`src/rtl/hazard_ctrl.sv`:
```
// Pipeline hazard/stall controller beside the ID stage: load-use, branch, imem and dmem stalls.
// Optional performance counters are built when HAZARD_PERF_CNT_EN is defined.
//
// state    | meaning
// ---------+-------------------------------------------------------------
// RUN      | normal issue, hazard rules evaluated every cycle
// LU       | cycle after a load-use bubble; RUN rules re-applied
// MEM_WAIT | data memory busy, front end frozen, branch redirect may pend
// IF_WAIT  | instruction memory not ready, IF/ID fed NOPs
module hazard_ctrl #(
    parameter int MAX_WAIT = 64,
    parameter int WAIT_W   = 7
) (
    input  logic        clk,
    input  logic        rst,
    input  logic [4:0]  ID_rs1,
    input  logic [4:0]  ID_rs2,
    input  logic        ID_uses_rs2,
    input  logic        EX_MemRead,
    input  logic [4:0]  EX_rd,
    input  logic        branch_taken,
    input  logic        imem_ready,
    input  logic        dmem_busy,
    output logic        PC_write,
    output logic        IF_stall,
    output logic        IF_flush,
    output logic        ID_bubble,
    output logic        hang_err,
    output logic [31:0] stall_cycles,
    output logic [31:0] flush_count
);

    typedef enum logic [1:0] {RUN, LU, MEM_WAIT, IF_WAIT} state_t;

    localparam logic [WAIT_W-1:0] MAX_CNT = WAIT_W'(MAX_WAIT);

    state_t            state, state_nxt;
    logic [WAIT_W-1:0] wait_cnt, wait_nxt;
    logic              pend_flush, pend_nxt;
    logic              load_use;
    logic              br_flush;
    logic              pc_write_c, stall_c, flush_c, bubble_c;
    logic              in_wait, to_wait;

    assign load_use = EX_MemRead && (EX_rd != 5'd0) &&
                      ((EX_rd == ID_rs1) || (ID_uses_rs2 && (EX_rd == ID_rs2)));

    always_comb begin
        state_nxt  = state;
        pend_nxt   = pend_flush;
        pc_write_c = 1'b1;
        stall_c    = 1'b0;
        flush_c    = 1'b0;
        bubble_c   = 1'b0;
        br_flush   = 1'b0;
        case (state)
            RUN, LU: begin
                pend_nxt = 1'b0;
                if (dmem_busy) begin
                    pc_write_c = 1'b0;
                    stall_c    = 1'b1;
                    pend_nxt   = branch_taken;
                    state_nxt  = MEM_WAIT;
                end else if (load_use) begin
                    // branch operands not valid yet, so a same-cycle branch is dropped
                    pc_write_c = 1'b0;
                    stall_c    = 1'b1;
                    bubble_c   = 1'b1;
                    state_nxt  = LU;
                end else if (branch_taken) begin
                    flush_c   = 1'b1;
                    br_flush  = 1'b1;
                    state_nxt = RUN;
                end else if (!imem_ready) begin
                    pc_write_c = 1'b0;
                    flush_c    = 1'b1;
                    state_nxt  = IF_WAIT;
                end else begin
                    state_nxt = RUN;
                end
            end
            MEM_WAIT: begin
                if (dmem_busy) begin
                    pc_write_c = 1'b0;
                    stall_c    = 1'b1;
                    pend_nxt   = pend_flush | branch_taken;
                end else begin
                    flush_c   = pend_flush | branch_taken;
                    br_flush  = pend_flush | branch_taken;
                    pend_nxt  = 1'b0;
                    state_nxt = RUN;
                end
            end
            IF_WAIT: begin
                pend_nxt = 1'b0;
                if (dmem_busy) begin
                    pc_write_c = 1'b0;
                    flush_c    = 1'b1;
                    state_nxt  = MEM_WAIT;
                end else if (!imem_ready) begin
                    pc_write_c = 1'b0;
                    flush_c    = 1'b1;
                end else begin
                    state_nxt = RUN;
                end
            end
            default: begin
                pend_nxt  = 1'b0;
                state_nxt = RUN;
            end
        endcase
    end

    assign in_wait = (state == MEM_WAIT) || (state == IF_WAIT);
    assign to_wait = (state_nxt == MEM_WAIT) || (state_nxt == IF_WAIT);

    always_comb begin
        wait_nxt = wait_cnt;
        if (!to_wait) begin
            wait_nxt = '0;
        end else if (in_wait && (wait_cnt != MAX_CNT)) begin
            wait_nxt = wait_cnt + 1'b1;
        end
    end

    always_ff @(posedge clk) begin
        if (rst) begin
            state      <= RUN;
            wait_cnt   <= '0;
            pend_flush <= 1'b0;
            hang_err   <= 1'b0;
        end else begin
            state      <= state_nxt;
            wait_cnt   <= wait_nxt;
            pend_flush <= pend_nxt;
            hang_err   <= hang_err | (wait_nxt == MAX_CNT);
        end
    end

    // flush always wins over stall
    assign PC_write  = ~rst & pc_write_c;
    assign IF_flush  = rst | flush_c;
    assign IF_stall  = ~rst & stall_c & ~flush_c;
    assign ID_bubble = rst | bubble_c;

`ifdef HAZARD_PERF_CNT_EN
    logic [31:0] stall_q, flush_q;

    always_ff @(posedge clk) begin
        if (rst) begin
            stall_q <= '0;
            flush_q <= '0;
        end else begin
            if (!pc_write_c) stall_q <= stall_q + 32'd1;
            if (br_flush)    flush_q <= flush_q + 32'd1;
        end
    end

    assign stall_cycles = stall_q;
    assign flush_count  = flush_q;
`else
    logic perf_unused;
    assign perf_unused  = br_flush;
    assign stall_cycles = 32'd0;
    assign flush_count  = 32'd0;
`endif

endmodule

```
`config.mk`:
```
export PLATFORM = sky130hd
export DESIGN_NAME = hazard_ctrl
export DESIGN_NICKNAME = d
export VERILOG_FILES = /design/src/rtl/hazard_ctrl.sv
export SDC_FILE = /design/constraint.sdc
export NUM_CORES = 1
export LEC_CHECK = 0
export CAP_MARGIN = 20
export CORE_AREA = 2 2 62 64
export DETAILED_ROUTE_END_ITERATION = 10
export DIE_AREA = 0 0 64 66
export PLACE_DENSITY = 0.92
export SYNTH_ARGS = -nofsm -noshare
export SYNTH_HDL_FRONTEND = slang
export SYNTH_SLANG_ARGS = --single-unit
export TNS_END_PERCENT = 30
```
`constraint.sdc`:
```
create_clock -name clk -period 5.84 [get_ports clk]
set_input_delay 1.752 -clock clk [delete_from_list [all_inputs] [get_ports clk]]
set_output_delay 1.752 -clock clk [all_outputs]
set_load 0.005 [all_outputs]
```
==> impl_metrics.toml <==
[setup_path]
critPathKind = "input pin to output pin"
crit_arrival_ns = 3.79
critical_path.max_stage_delay_ns = 0.55
path_cells = "clkdlybuf4s50_1 > or4_1 > o21ai_2 > nor2_1 > nand2_1 > and3_1 > clkdlybuf4s50_1"
worst_path_max_delay_cell = "or4_1"
path_max_fanout = 5
critPathLaunchType = "input pin"
crit_top_cell = "clkdlybuf4s50_1"
cp.required_ns = 4.09
end_kind = "output pin"

[global_routing]
grt_first_pass_wirelength_um = 2820
grt_usage_pct = 8.50
gr-total-overflow = 0
antenna_found_initial = 0
grt_pass1_vias = 734
grt_max_degree = 10

[synthesis]
synth_top_family_by_area = "buffers and inverters"
synth_warnings = 0
synth_edf_count = 0
synthCells = 159
ys.flop_type = "dfxtp_1"
synth_xor_area_share_pct = 11.9
syn-cell-area_sq_um = 1250
avgSynthCellArea_sq_um = 7.86
synth_cell_type_count = 33
yosysSeqAreaShare_pct = 17.6
ys_seq_elements = 11
synth_adder_area_share_pct = 2.00
muxShareOfSynthArea_pct = 2.50
synthSimpleGateAreaFrac_pct = 13.8
synth_compound_area_share_pct = 10.3
async_reset_ff_share_pct = 0

[pwr]
p_int_uw = 130
switching_share_pct = 28.6
p_seq_share_pct = 43.2
p_sw_uw = 52.0
ir_drop_mv = 0.105
power.leakage_nw = 0.590
p_total_uw = 182
p_per_area_nw_per_um2 = 136
pwr-share-comb_pct = 28.8
clkPwrFrac_pct = 28.0

[detailed_routing]
via_per_inst = 3.88
drt-total-wl_um = 1910
dr.pass1.iters = 4
postRouteAntennaNets = 0
vias = 908
drc_errors = 0
drt_iter0_markers = 15
wl_per_cell_um = 8.18

[floorplanning]
dieArea_sq_um = 4220
die_x_um = 64
ios = 91
dieHeight_um = 66
placementRows = 22
coreArea_sq_um = 3550
floorplan.initialDensity_pct = 35.2

[hold_path]
hp-class = "flip-flop to flip-flop"

[timing]
slew_violations = 0
rsz0062_at_grt = "no"
setup_viol = 0
fin_worst_skew_ns = 0.00261
final.period_utilization_pct = 94.9
max_freq_mhz = 180
layout_min_cycle_time_ns = 5.54
finalHoldViolCount = 0
finalSetupTns_ns = 0

[clocking]
hold_buffers = 0
clockRootBuffer = "clkbuf_4"
numClockSinks = 11
post_cts_resized = 0
cts_tree = "yes"
clk_path_buf_depth = 2
insertion_delay_ns = 0.27
path_clk_slew_ns = 0.07
cts_made_buffers = 3
htree_levels = 1
cts_setup_buffers = 0

[cells_and_area]
final_cells = 234
n_antenna_cell = 0
drive_above_1_share_pct = 4.30
area_delta_synth_final_pct = 6.91
finalNetCount = 211
utilization_pct = 37.6

[placed_design]
portBuffers = 26
gp_congestion = 0.750
placed_cells_incl_taps = 230
place_hpwl_um = 1630

[status]
outcome = "completed"

[flow_run]
cap_viol_max_count = 0
## routing by layer
metal / up-vias / global-route usage (%) / wire, um
met4: 0 / 2.45 / 17
met3: 2 / 2.90 / 233
met2: 64 / 17.2 / 1040
met1: 399 / 7.93 / 621
li1: 443 / - / -
met5: - / 0 / 0
## per-stage QoR
| stage | worst slack (ns) | cell area [sq um] | hold WS [ns] |
|---|---|---|---|
| 4_1_cts | 0.281 | 1340 | 0.470 |
| 3_5_place_dp | 0.277 | 1310 | 0.459 |
| 3_3_place_gp | 0.311 | 1310 | 0.450 |
| 2_1_floorplan | 1.35 | 1490 | 0.449 |
| 5_1_grt | 0.198 | 1340 | 0.495 |
| 6_report | 0.299 | 1340 | 0.468 |
## cell families after synthesis
| group | after synthesis |
|---|---|
| fa+ha+maj | 2 |
| mux | 3 |
| simple gates | 38 |
| flops | 11 |
| other cells | 1 |
| compound gates | 15 |
| xor+xnor | 17 |
| buf+inv | 72 |
## final cells by class
type | instances | area (sq um)
fillers | 372 | 2210
inverters | 6 | 22.5
repair buffers | 26 | 260
flip-flops and latches | 11 | 220
clock buffers | 4 | 26.3
well taps | 48 | 60.1
multi-input cells | 139 | 747
## path summary, 6_finish.rpt
check              start  endpoint  slack, ns  depth (start not counted)
min             hang_err  hang_err       0.47                          2
max             EX_rd[3]  PC_write       0.30                          7
min reg2reg     hang_err  hang_err       0.47                          2
max reg2reg  wait_cnt[4]  hang_err       4.02                          5
## synthesized netlist by cell type (all sizes together), types with 3 or more instances
cell / n / area share, %
dfxtp: 11 / 18
xor2: 4 / 2.8
inv: 6 / 1.8
xnor2: 13 / 9.1
nor2: 14 / 4.2
nand2: 11 / 3.3
a21oi: 3 / 1.2
buf: 66 / 40
nand4: 3 / 1.5
## registers in the layout, indices dropped and copies added (netlist names)
signal / count
pend_flush: 1
hang_err: 1
wait_cnt: 7
state: 2
## cells in the final DEF, fill, tap and decap left out, types with 2 or more instances in the layout
master and instances:
a21oi_1 3, and3_1 2, clkbuf_4 3, clkdlybuf4s50_1 26, conb_1 64, dfxtp_1 11
ha_1 2, inv_1 6, mux2i_1 2, nand2_1 11, nand3_1 2, nand4_1 3
nor2_1 14, nor3_1 2, o32ai_1 2, xnor2_1 13, xor2_1 4
## power groups by stage
stage	clock network, mW	registers, mW	logic (mW)
5_1_grt	0.0567	0.0789	0.0590
6_report	0.0510	0.0788	0.0524
4_1_cts	0.0528	0.0786	0.0520
3_3_place_gp	0	0.0803	0.0511
2_1_floorplan	0	0.0790	0.0616
3_5_place_dp	0	0.0804	0.0518
## worst max-delay path: cells and delay by family
kind | cells | cell delay, ns
compound gates | 1 | 0.15
buf+inv | 2 | 0.96
simple gates | 4 | 0.92
Note: power is estimated with default switching activity, not from simulation.
